===== config.mk =====
export PLATFORM = sky130hd
export DESIGN_NAME = sp_boot_reset_ctrl
export DESIGN_NICKNAME = d
export VERILOG_FILES = /design/src/rtl/sp_boot_pkg.sv /design/src/rtl/sp_btn_debounce.sv /design/src/rtl/sp_boot_reset_ctrl.sv
export SDC_FILE = /design/constraint.sdc
export NUM_CORES = 1
export LEC_CHECK = 0
export CAP_MARGIN = 20
export CELL_PAD_IN_SITES_DETAIL_PLACEMENT = 1
export CELL_PAD_IN_SITES_GLOBAL_PLACEMENT = 1
export CORE_UTILIZATION = 40
export DETAILED_ROUTE_END_ITERATION = 10
export GPL_ROUTABILITY_DRIVEN = 0
export GPL_TIMING_DRIVEN = 0
export PLACE_DENSITY_LB_ADDON = 0.2
export SLEW_MARGIN = 25
export SYNTH_ARGS = -nofsm -noshare
export SYNTH_HDL_FRONTEND = slang
export SYNTH_SLANG_ARGS = --single-unit

===== constraint.sdc =====
create_clock -name clk_48mhz -period 4.1 [get_ports clk_48mhz]
set_clock_uncertainty 0.2 [all_clocks]
set_input_delay 1.23 -clock clk_48mhz [delete_from_list [all_inputs] [get_ports clk_48mhz]]
set_output_delay 1.23 -clock clk_48mhz [all_outputs]
set_load 0.02 [all_outputs]

===== src/rtl/sp_boot_pkg.sv =====
// Shared types and 48 MHz timing defaults for the boot/reset controller.
package sp_boot_pkg;

    // Exit sequencer states; encoding is visible on state_dbg.
    typedef enum logic [1:0] {
        ST_RUN     = 2'b00,
        ST_DETACH  = 2'b01,
        ST_PROGRAM = 2'b10,
        ST_HOLD    = 2'b11
    } exit_state_t;

    localparam int DEF_NUM_BTN       = 7;
    localparam int DEF_RST_BTN       = 1;
    localparam int DEF_DB_CYCLES     = 65536;     // ~1.4 ms
    localparam int DEF_RST_HOLD      = 32768;     // ~0.7 ms
    localparam int DEF_LONG_CYCLES   = 96000000;  // 2 s
    localparam int DEF_DETACH_CYCLES = 4800000;   // 100 ms
    localparam int DEF_PROG_CYCLES   = 4800;      // 100 us

    function automatic int max2(input int a, input int b);
        return (a > b) ? a : b;
    endfunction

endpackage


===== src/rtl/sp_btn_debounce.sv =====
// One button: two-flop synchroniser, stability-counter debouncer and
// registered one-cycle pulse on each debounced rising edge.
module sp_btn_debounce
    import sp_boot_pkg::*;
#(
    parameter int DB_CYCLES = DEF_DB_CYCLES
) (
    input  logic clk_48mhz,
    input  logic reset,
    input  logic btn,
    output logic btn_db,
    output logic btn_press
);

    localparam int             CW      = $clog2(DB_CYCLES) + 1;
    localparam logic [CW-1:0] DB_LAST = CW'(DB_CYCLES - 1);

    logic          sync1;
    logic          sync2;
    logic          db_q;
    logic          db_prev;
    logic [CW-1:0] cnt;

    // Bring the asynchronous pin into the clock domain.
    always_ff @(posedge clk_48mhz) begin
        if (reset) begin
            sync1 <= 1'b0;
            sync2 <= 1'b0;
        end else begin
            sync1 <= btn;
            sync2 <= sync1;
        end
    end

    // Accept a new level only after it has differed from btn_db long enough.
    always_ff @(posedge clk_48mhz) begin
        if (reset) begin
            cnt  <= '0;
            db_q <= 1'b0;
        end else if (sync2 == db_q) begin
            cnt <= '0;
        end else if (cnt == DB_LAST) begin
            cnt  <= '0;
            db_q <= sync2;
        end else begin
            cnt <= cnt + CW'(1);
        end
    end

    // Pulse for one cycle, one cycle after btn_db rises.
    always_ff @(posedge clk_48mhz) begin
        if (reset) begin
            db_prev   <= 1'b0;
            btn_press <= 1'b0;
        end else begin
            db_prev   <= db_q;
            btn_press <= db_q & ~db_prev;
        end
    end

    assign btn_db = db_q;

endmodule


===== src/rtl/sp_boot_reset_ctrl.sv =====
// Button conditioning, core reset stretcher, long-press detector and the
// USB-detach-then-PROGRAMN exit sequencer for the bootloader top.
module sp_boot_reset_ctrl
    import sp_boot_pkg::*;
#(
    parameter int NUM_BTN       = DEF_NUM_BTN,
    parameter int RST_BTN       = DEF_RST_BTN,
    parameter int DB_CYCLES     = DEF_DB_CYCLES,
    parameter int RST_HOLD      = DEF_RST_HOLD,
    parameter int LONG_CYCLES   = DEF_LONG_CYCLES,
    parameter int DETACH_CYCLES = DEF_DETACH_CYCLES,
    parameter int PROG_CYCLES   = DEF_PROG_CYCLES
) (
    input  logic               clk_48mhz,
    input  logic               reset,
    input  logic [NUM_BTN-1:0] btn,
    input  logic               boot,
    output logic [NUM_BTN-1:0] btn_db,
    output logic [NUM_BTN-1:0] btn_press,
    output logic               core_reset,
    output logic               usb_pu_en,
    output logic               usb_force_se0,
    output logic               user_programn,
    output logic [1:0]         state_dbg
);

    localparam int RW = $clog2(RST_HOLD) + 1;
    localparam int LW = $clog2(LONG_CYCLES) + 1;
    localparam int TW = $clog2(max2(DETACH_CYCLES, PROG_CYCLES)) + 1;

    localparam logic [RW-1:0] RST_M1  = RW'(RST_HOLD - 1);
    localparam logic [RW-1:0] RST_MAX = RW'(RST_HOLD);
    localparam logic [LW-1:0] LONG_M1 = LW'(LONG_CYCLES - 1);
    localparam logic [LW-1:0] LONG_MX = LW'(LONG_CYCLES);
    localparam logic [TW-1:0] DET_M1  = TW'(DETACH_CYCLES - 1);
    localparam logic [TW-1:0] PROG_M1 = TW'(PROG_CYCLES - 1);
    localparam logic [TW-1:0] TMR_MAX = TW'(max2(DETACH_CYCLES, PROG_CYCLES));

    exit_state_t   state_q;
    exit_state_t   state_d;
    logic [TW-1:0] timer_q;
    logic [TW-1:0] timer_d;
    logic [RW-1:0] stretch_cnt;
    logic          stretch_q;
    logic [LW-1:0] hold_cnt;
    logic          rst_cause;
    logic          long_req;
    logic          boot_req;

    for (genvar i = 0; i < NUM_BTN; i++) begin : g_btn
        sp_btn_debounce #(
            .DB_CYCLES (DB_CYCLES)
        ) u_db (
            .clk_48mhz (clk_48mhz),
            .reset     (reset),
            .btn       (btn[i]),
            .btn_db    (btn_db[i]),
            .btn_press (btn_press[i])
        );
    end

    // Anything that must keep the core in reset right now.
    assign rst_cause  = btn_db[RST_BTN] | (state_q != ST_RUN);
    // Causes act immediately; the registered tail keeps reset for RST_HOLD more cycles.
    assign core_reset = rst_cause | stretch_q;

    // Reset tail counter: held at 0 while a cause is present, saturates at RST_HOLD.
    always_ff @(posedge clk_48mhz) begin
        if (reset || rst_cause) begin
            stretch_cnt <= '0;
            stretch_q   <= 1'b1;
        end else if (stretch_cnt != RST_MAX) begin
            stretch_cnt <= stretch_cnt + RW'(1);
            stretch_q   <= (stretch_cnt != RST_M1);
        end
    end

    // Long-press hold counter; saturation makes the request fire once per press.
    always_ff @(posedge clk_48mhz) begin
        if (reset || !btn_db[RST_BTN]) begin
            hold_cnt <= '0;
        end else if (hold_cnt != LONG_MX) begin
            hold_cnt <= hold_cnt + LW'(1);
        end
    end

    // Request is live in the cycle the hold count steps onto LONG_CYCLES.
    assign long_req = btn_db[RST_BTN] && (hold_cnt == LONG_M1);
    // A boot request from a core that is still in reset is not trusted.
    assign boot_req = boot && !core_reset;

    // Exit sequencer state and phase timer.
    always_ff @(posedge clk_48mhz) begin
        if (reset) begin
            state_q <= ST_RUN;
            timer_q <= '0;
        end else begin
            state_q <= state_d;
            timer_q <= timer_d;
        end
    end

    // Exit sequencer next state: RUN -> DETACH -> PROGRAM -> HOLD (terminal).
    always_comb begin
        state_d = state_q;
        timer_d = (timer_q != TMR_MAX) ? timer_q + TW'(1) : timer_q;
        case (state_q)
            ST_RUN: begin
                timer_d = '0;
                if (boot_req || long_req) state_d = ST_DETACH;
            end
            ST_DETACH: begin
                if (timer_q == DET_M1) begin
                    state_d = ST_PROGRAM;
                    timer_d = '0;
                end
            end
            ST_PROGRAM: begin
                if (timer_q == PROG_M1) begin
                    state_d = ST_HOLD;
                    timer_d = '0;
                end
            end
            ST_HOLD: begin
                timer_d = '0;
            end
            default: begin
                state_d = ST_RUN;
                timer_d = '0;
            end
        endcase
    end

    assign usb_force_se0 = core_reset;
    assign usb_pu_en     = ~core_reset & (state_q == ST_RUN);
    assign user_programn = ~((state_q == ST_PROGRAM) || (state_q == ST_HOLD));
    assign state_dbg     = state_q;

endmodule


Word level (Yosys, flattened, before mapping)

Index checks and enable logic that the tools add are counted.

Word-level logic and storage cells: 145
Input bits: 10
Output and inout port bits: 20
Flip-flop bits (word level): 225

Reductions and logical operators: 27
$add $sub $neg: 10
Bitwise logic cells: 26
Multiplexer cells: 8
Equality and inequality tests: 27

Operators with widths:

| operator                                        | count |
|---|---|
| adder 17 x 1 -> 17 bit, second input constant   | 7 |
| == test 17 x 16 -> 1 bit, second input constant | 7 |
| two-way mux 24 bit                              | 3 |
| case mux 24 bit (3 select lines)                | 1 |
| adder 28 x 1 -> 28 bit, second input constant   | 1 |
| == test 28 x 27 -> 1 bit, second input constant | 1 |
| != test 28 x 27 -> 1 bit, second input constant | 1 |
| adder 24 x 1 -> 24 bit, second input constant   | 1 |
| == test 24 x 13 -> 1 bit, second input constant | 1 |
| == test 24 x 23 -> 1 bit, second input constant | 1 |
| != test 24 x 23 -> 1 bit, second input constant | 1 |
| OR reduction 3 bit                              | 7 |
| adder 16 x 1 -> 16 bit, second input constant   | 1 |
| != test 16 x 15 -> 1 bit, second input constant | 1 |
| != test 16 bit, second input constant           | 1 |
| inverter 1 bit                                  | 16 |
| AND reduction 2 bit                             | 7 |
| bitwise AND 1 bit                               | 8 |
| == test 1 bit                                   | 7 |
| two-way mux 2 bit                               | 3 |
| != test 2 bit, second input constant            | 3 |
| case mux 2 bit (3 select lines)                 | 1 |
| == test 2 bit, second input constant            | 2 |
| logical OR 1 bit                                | 4 |
| 9 further kinds                                 | 12 |

Depth between registers and ports, before layout

Word-level depth: 8
Depth in mapped cells: 9

Modules after synthesis

A second synthesis with hierarchy kept.

Cells, all modules: 1121
Area total of the unflattened synthesis: 10286.1 µm²

By module, submodules not included:

| module             | times used | area an instance (µm²) | cells each | seq. area each (µm²) |
|---|---|---|---|---|
| sp_btn_debounce    | 7          | 963.4                  | 101        | 440.4 |
| sp_boot_reset_ctrl | 1          | 3542.1                 | 414        | 1421.4 |

Worst setup path before layout

OpenSTA, ideal clock, no wires.

Path type: flip-flop to flip-flop
Start point: reg timer_q[18]
End point: reg state_q[0], in the netlist state_dbg[0]
Slack: 1.173 ns
Path buffers: 0
Cell stages (with the launch flop): 6
Arrival: 2.606 ns
Data required time: 3.779 ns
Cells stage by stage: dfxtp_1 or4_4 or4_4 or4_4 a2111oi_4 mux2_4

Cells in the longest elaborated chain, start to end: 3
Elaborated cells between the ends (all ways): 5
Those cells by class: eq/ne: 4; reduce/logical: 1

Ends and longest elaborated chain:

| item                                                                        | line                                                 | source |
|---|---|---|
| from (decl)                                                                 | sp_boot_reset_ctrl.sv:41                             | `logic [TW-1:0] timer_q;` |
| from (signal assigned)                                                      | sp_boot_reset_ctrl.sv:99                             | `timer_q <= timer_d;` |
| == test 24 x 13 -> 1 bit / == test 24 x 23 -> 1 bit (equally long branches) | sp_boot_reset_ctrl.sv:119, sp_boot_reset_ctrl.sv:113 |  |
| != test 2 bit (no source line)                                              | n/a                                                  |  |
| AND reduction 4 bit (no source line) (*)                                    | n/a                                                  |  |
| to (signal assigned)                                                        | sp_boot_reset_ctrl.sv:98                             | `state_q <= state_d;` |
| to (decl)                                                                   | sp_boot_reset_ctrl.sv:39                             | `exit_state_t state_q;` |

Every way passes the cells marked *; elsewhere a longest branch is shown, timed or not.
A chain may end at the register's enable or synchronous reset.

Worst setup path in the final report

Start point: reg state_q[0], in the netlist state_dbg[0]
End point: out usb_force_se0

Cells in the longest elaborated chain, start to end: 3

Ends and longest elaborated chain:

| item               | line                     | source |
|---|---|---|
| nonzero test 2 bit | sp_boot_reset_ctrl.sv:63 | `assign rst_cause = btn_db[RST_BTN] \| (state_q != ST_RUN);` |
| OR 1 bit           | sp_boot_reset_ctrl.sv:63 |  |
| OR 1 bit           | sp_boot_reset_ctrl.sv:65 | `assign core_reset = rst_cause \| stretch_q;` |
| to (decl)          | sp_boot_reset_ctrl.sv:22 | `output logic usb_force_se0,` |

Every way passes these cells.

==> metrics.md <==
| Metric | Value |
|---|---|
| Status | `complete, no violations` |
| Final setup fails | `0` |
| DIE HEIGHT | `156 µm` |
| Antenna violations before repair | `0` |
| Max_cap viols | `0` |
| Setup_tns | `0 ns` |
| Crit path from | `state_dbg[0]$_SDFFE_PP0P_` |
| Post-synthesis adder-cell area fraction | `0.0330` |
| Syn_area_per_cell | `roughly 8.9 µm²` |
| DR WL met3 | `515 µm` |
| Sw Share | `0.216` |
| Crit-path max FO | `5` |
| Internal | `0.00357 W` |
| Post-CTS Hold Buffers | `0` |
| Final hold vios | `0` |
| Number of stages on the worst setup path | `7` |
| Critical path required time | `2.67 ns` |
| Critical Path Start Type | `flip-flop` |
| Area leader, netlist | `dfxtp_1` |
| Seq/Total Area, Yosys | `0.475` |
| Sequential share of power | `0.488` |
| Crit end category | `output port` |
| Crit path buffers/inverters | `4` |
| Post-CTS Setup Bufs | `0` |
| Smallest hold slack | `0.185 ns` |
| Synth Net Count | `1103` |
| Simple-gate share of the synthesized area | `0.272` |
| Largest net degree at the start of global routing | `14` |
| Critical Path End | `usb_force_se0` |
| Synth unique cells | `41` |
| Global-route wire length before repair | `~33000 µm` |
| H-tree levels | `1` |
| Crit path max-delay cell type | `clkdlybuf4s50_1` |
| # DRC | `0` |
| CTS Buf Count | `25` |
| Routed Antenna Nets | `0` |
| Die footprint | `0.0243 mm²` |
| Vias in the first global route | `approximately 7100` |
| Crit Path Category | `flip-flop to output port` |
| Worst r2r src | `timer_q[18]$_SDFF_PP0_` |
| Layout cells sized above 1 | `0.0552` |
| Hold/Removal Path Class | `flip-flop to flip-flop` |
| GRT Util Overall | `0.162` |
| Core Box Area | `0.0230 mm²` |
| Vias | `between 7000 and 8000` |
| Min Clock Period, post-route | `3.62 ns` |
| CP top delay family | `buffers and inverters` |
| Drt first pass iters | `4` |
| Largest family of logic cells by synthesized area | `simple AND/OR/NAND/NOR gates` |
| 1st-iter DRT viols | `279` |
| Combinational Power Share | `0.032` |
| CTS tree | `done` |
| Fin nets | `~1200` |
| FP Rows | `55` |
| Fill cells | `~2700` |
| Vias per cell | `4.90` |
| EDFF count, synth | `0` |
| Initial Utilization | `0.413` |
| Most frequent cell after synthesis | `dfxtp_1` |
| Skew-Pair Late Insertion Delay | `0.53 ns` |
| Clk sink count | `between 200 and 250` |
| I/O Pins | `30` |
| Synth Area in Compound Gates | `0.0352` |
| Xor/xnor share of the synthesized area | `0.132` |
| Area growth syn-to-layout | `15.6%` |
| N_diodes | `0` |
| Clock power share | `0.481` |
| Grt total ovfl | `0` |
| Leakage power | `3.51 nW` |
| Mapped Cells | `1068` |
| Port Buffers | `28` |
| Top layer in use | `met4` |
| Clock root buffer | `clkbuf_16` |
| Worst path max stage delay | `0.59 ns` |
| Total wire length | `19200 µm` |
| Metal1 wirelength | `between 9000 and 10000 µm` |
| Most used cell, CP | `inv_1` |
| Synth top area cells | `dfxtp_1, nor2_1, xnor2_1, xor2_1, nand3_1` |
| Die Width | `156 µm` |
| Top cell type's share of synthesized area | `0.475` |
| CTS max path bufs | `3` |
| Post-CTS resize count | `0` |
| Slew headroom | `0.569` |
| Mux contribution to synthesized area | `0.0133` |
| RSZ-0062 raised after global routing | `no` |
| Peak VDD IR | `0.000334 V` |
| Psw | `0.000985 W` |
| Critical Path AT | `2.19 ns` |
| Hpwl dp | `about 13000 µm` |
| Met2 WL post-DR | `~8800 µm` |
| Top FF cell, synth | `dfxtp_1` |
| Internal reg-to-reg setup slack | `0.94 ns` |
| Worst-path clk slew | `about 0.060 ns` |
| Cell area after synthesis | `0.00949 mm²` |
| Synthesized flop and latch total | `225` |
| Drt wl/cell | `13.2 µm` |
| Synth cell count leaders | `dfxtp_1, nor2_1, xnor2_1` |
| Ratio of final minimum period to clock period | `0.882` |
| Final-report max-slew violation count | `0` |
| Worst-Margin Slew | `between 0.6 and 0.7 ns` |
| YS warnings | `0` |
| Crit path cell chain | `inv_1 > ha_1 > nand2b_1 > nor2_1 > inv_1 > buf_4 > clkdlybuf4s50_1` |
| Reg-to-Reg End | `timer_q[18]$_SDFF_PP0_` |
| P per Cell Area | `about 420 mW/mm²` |
| Async set or reset register ratio after synthesis | `0` |
| FMAX | `277 MHz` |
| Path depth of the worst reg2reg path | `6` |
cell families after synthesis:
family / Yosys count
AOI/OAI and AO/OA: 59
xor gates and xnor gates: 143
adders and majority gates: 25
buffers and inverters: 87
DFF: 225
muxes: 12
and+or+nand+nor: 517
sequential cells by signal (all words and copies together) (netlist names):
name,count
g_btn.u_db.db_prev,7
timer_q,24
g_btn.u_db.cnt,119
g_btn.u_db.sync2,7
g_btn.u_db.btn_press,7
g_btn.u_db.sync1,7
hold_cnt,28
state_dbg,2
stretch_cnt,16
stretch_q,1
g_btn.u_db.btn_db,7
worst min-delay path by stage:
stage,start,cells after the start,to,slack [ns]
6_report,g_btn[0].u_db.db_prev$_SDFF_PP0_,1,g_btn[0].u_db.btn_press$_SDFF_PP0_,0.19
5_1_grt,g_btn[1].u_db.db_prev$_SDFF_PP0_,1,g_btn[1].u_db.btn_press$_SDFF_PP0_,0.20
4_1_cts,g_btn[0].u_db.db_prev$_SDFF_PP0_,1,g_btn[0].u_db.btn_press$_SDFF_PP0_,0.19
3_5_place_dp,g_btn[1].u_db.db_prev$_SDFF_PP0_,1,g_btn[1].u_db.btn_press$_SDFF_PP0_,0.18
3_3_place_gp,g_btn[5].u_db.db_prev$_SDFF_PP0_,1,g_btn[5].u_db.btn_press$_SDFF_PP0_,0.17
2_1_floorplan,g_btn[0].u_db.db_prev$_SDFF_PP0_,1,g_btn[0].u_db.btn_press$_SDFF_PP0_,0.17
cell type report:
type / count / area (µm²) / share of cell area
multi-input combinational: 756 / 4600 / 0.420
buffer: 45 / 225 / 0.0205
clock inverter: 3 / 55.1 / 0.00502
timing repair buffer: 28 / 280 / 0.0256
inverter: 42 / 158 / 0.0144
tap: 313 / 392 / 0.0357
clock buffer: 42 / 749 / 0.0683
sequential: 225 / 4500 / 0.411
power by group through the flow:
stage          sequential [W]  combinational, W  clock, W
5_1_grt               0.00222          0.000164   0.00234
2_1_floorplan         0.00227         0.0000985         0
6_report              0.00222          0.000145   0.00219
3_3_place_gp          0.00227          0.000147         0
3_5_place_dp          0.00227          0.000148         0
4_1_cts               0.00222          0.000149   0.00226
metrics by stage:
| step | util | setup WS, ns | std cells | power (W) | cell area [µm²] |
|---|---|---|---|---|---|
| 3_5_place_dp | 0.442 | 0.749 | 1409 | 0.00242 | 10200 |
| 2_1_floorplan | - | 1.17 | 1068 | 0.00237 | 9490 |
| 6_report | 0.477 | 0.484 | 1454 | 0.00456 | 11000 |
| 3_3_place_gp | 0.442 | 0.728 | 1409 | 0.00242 | 10200 |
| 5_1_grt | 0.477 | 0.331 | 1454 | 0.00473 | 11000 |
| 4_1_cts | 0.477 | 0.436 | 1454 | 0.00463 | 11000 |
per-layer routing:
layer,GRT usage,vias up
li1,-,3676
met1,0.216,3375
met2,0.275,53
met3,0.0250,22
met4,0.0383,0
met5,0,-
placed cells by master (no fill, tap or decap), types with 2 or more instances in the layout:
master	instances
or4b_2	3
nor2b_1	28
or3_1	32
xnor2_1	77
and3_1	17
inv_1	42
nor3_1	28
and2_1	6
nor4_1	21
nand3_1	64
clkbuf_16	25
ha_1	25
or4_1	2
a21oi_1	27
clkbuf_1	41
or3b_2	3
clkdlybuf4s50_1	28
nor2_1	191
o21ai_0	25
mux2i_1	10
xor2_1	66
nand2b_1	5
buf_4	15
dfxtp_1	225
or2_2	2
nand2_1	62
and4_1	14
clkbuf_8	6
nand4_1	29
a31oi_1	2
nor3b_1	2
or4_4	3
worst reg2reg max path: stages, from the launching register on:
cell and delay, ns:
dfxtp_1 0.35, or4_4 0.56, or4_4 0.57, o41a_1 0.38, o21ai_1 0.43, clkbuf_1 0.42
nor2_1 0.13
(Power assumes the default switching activity.)
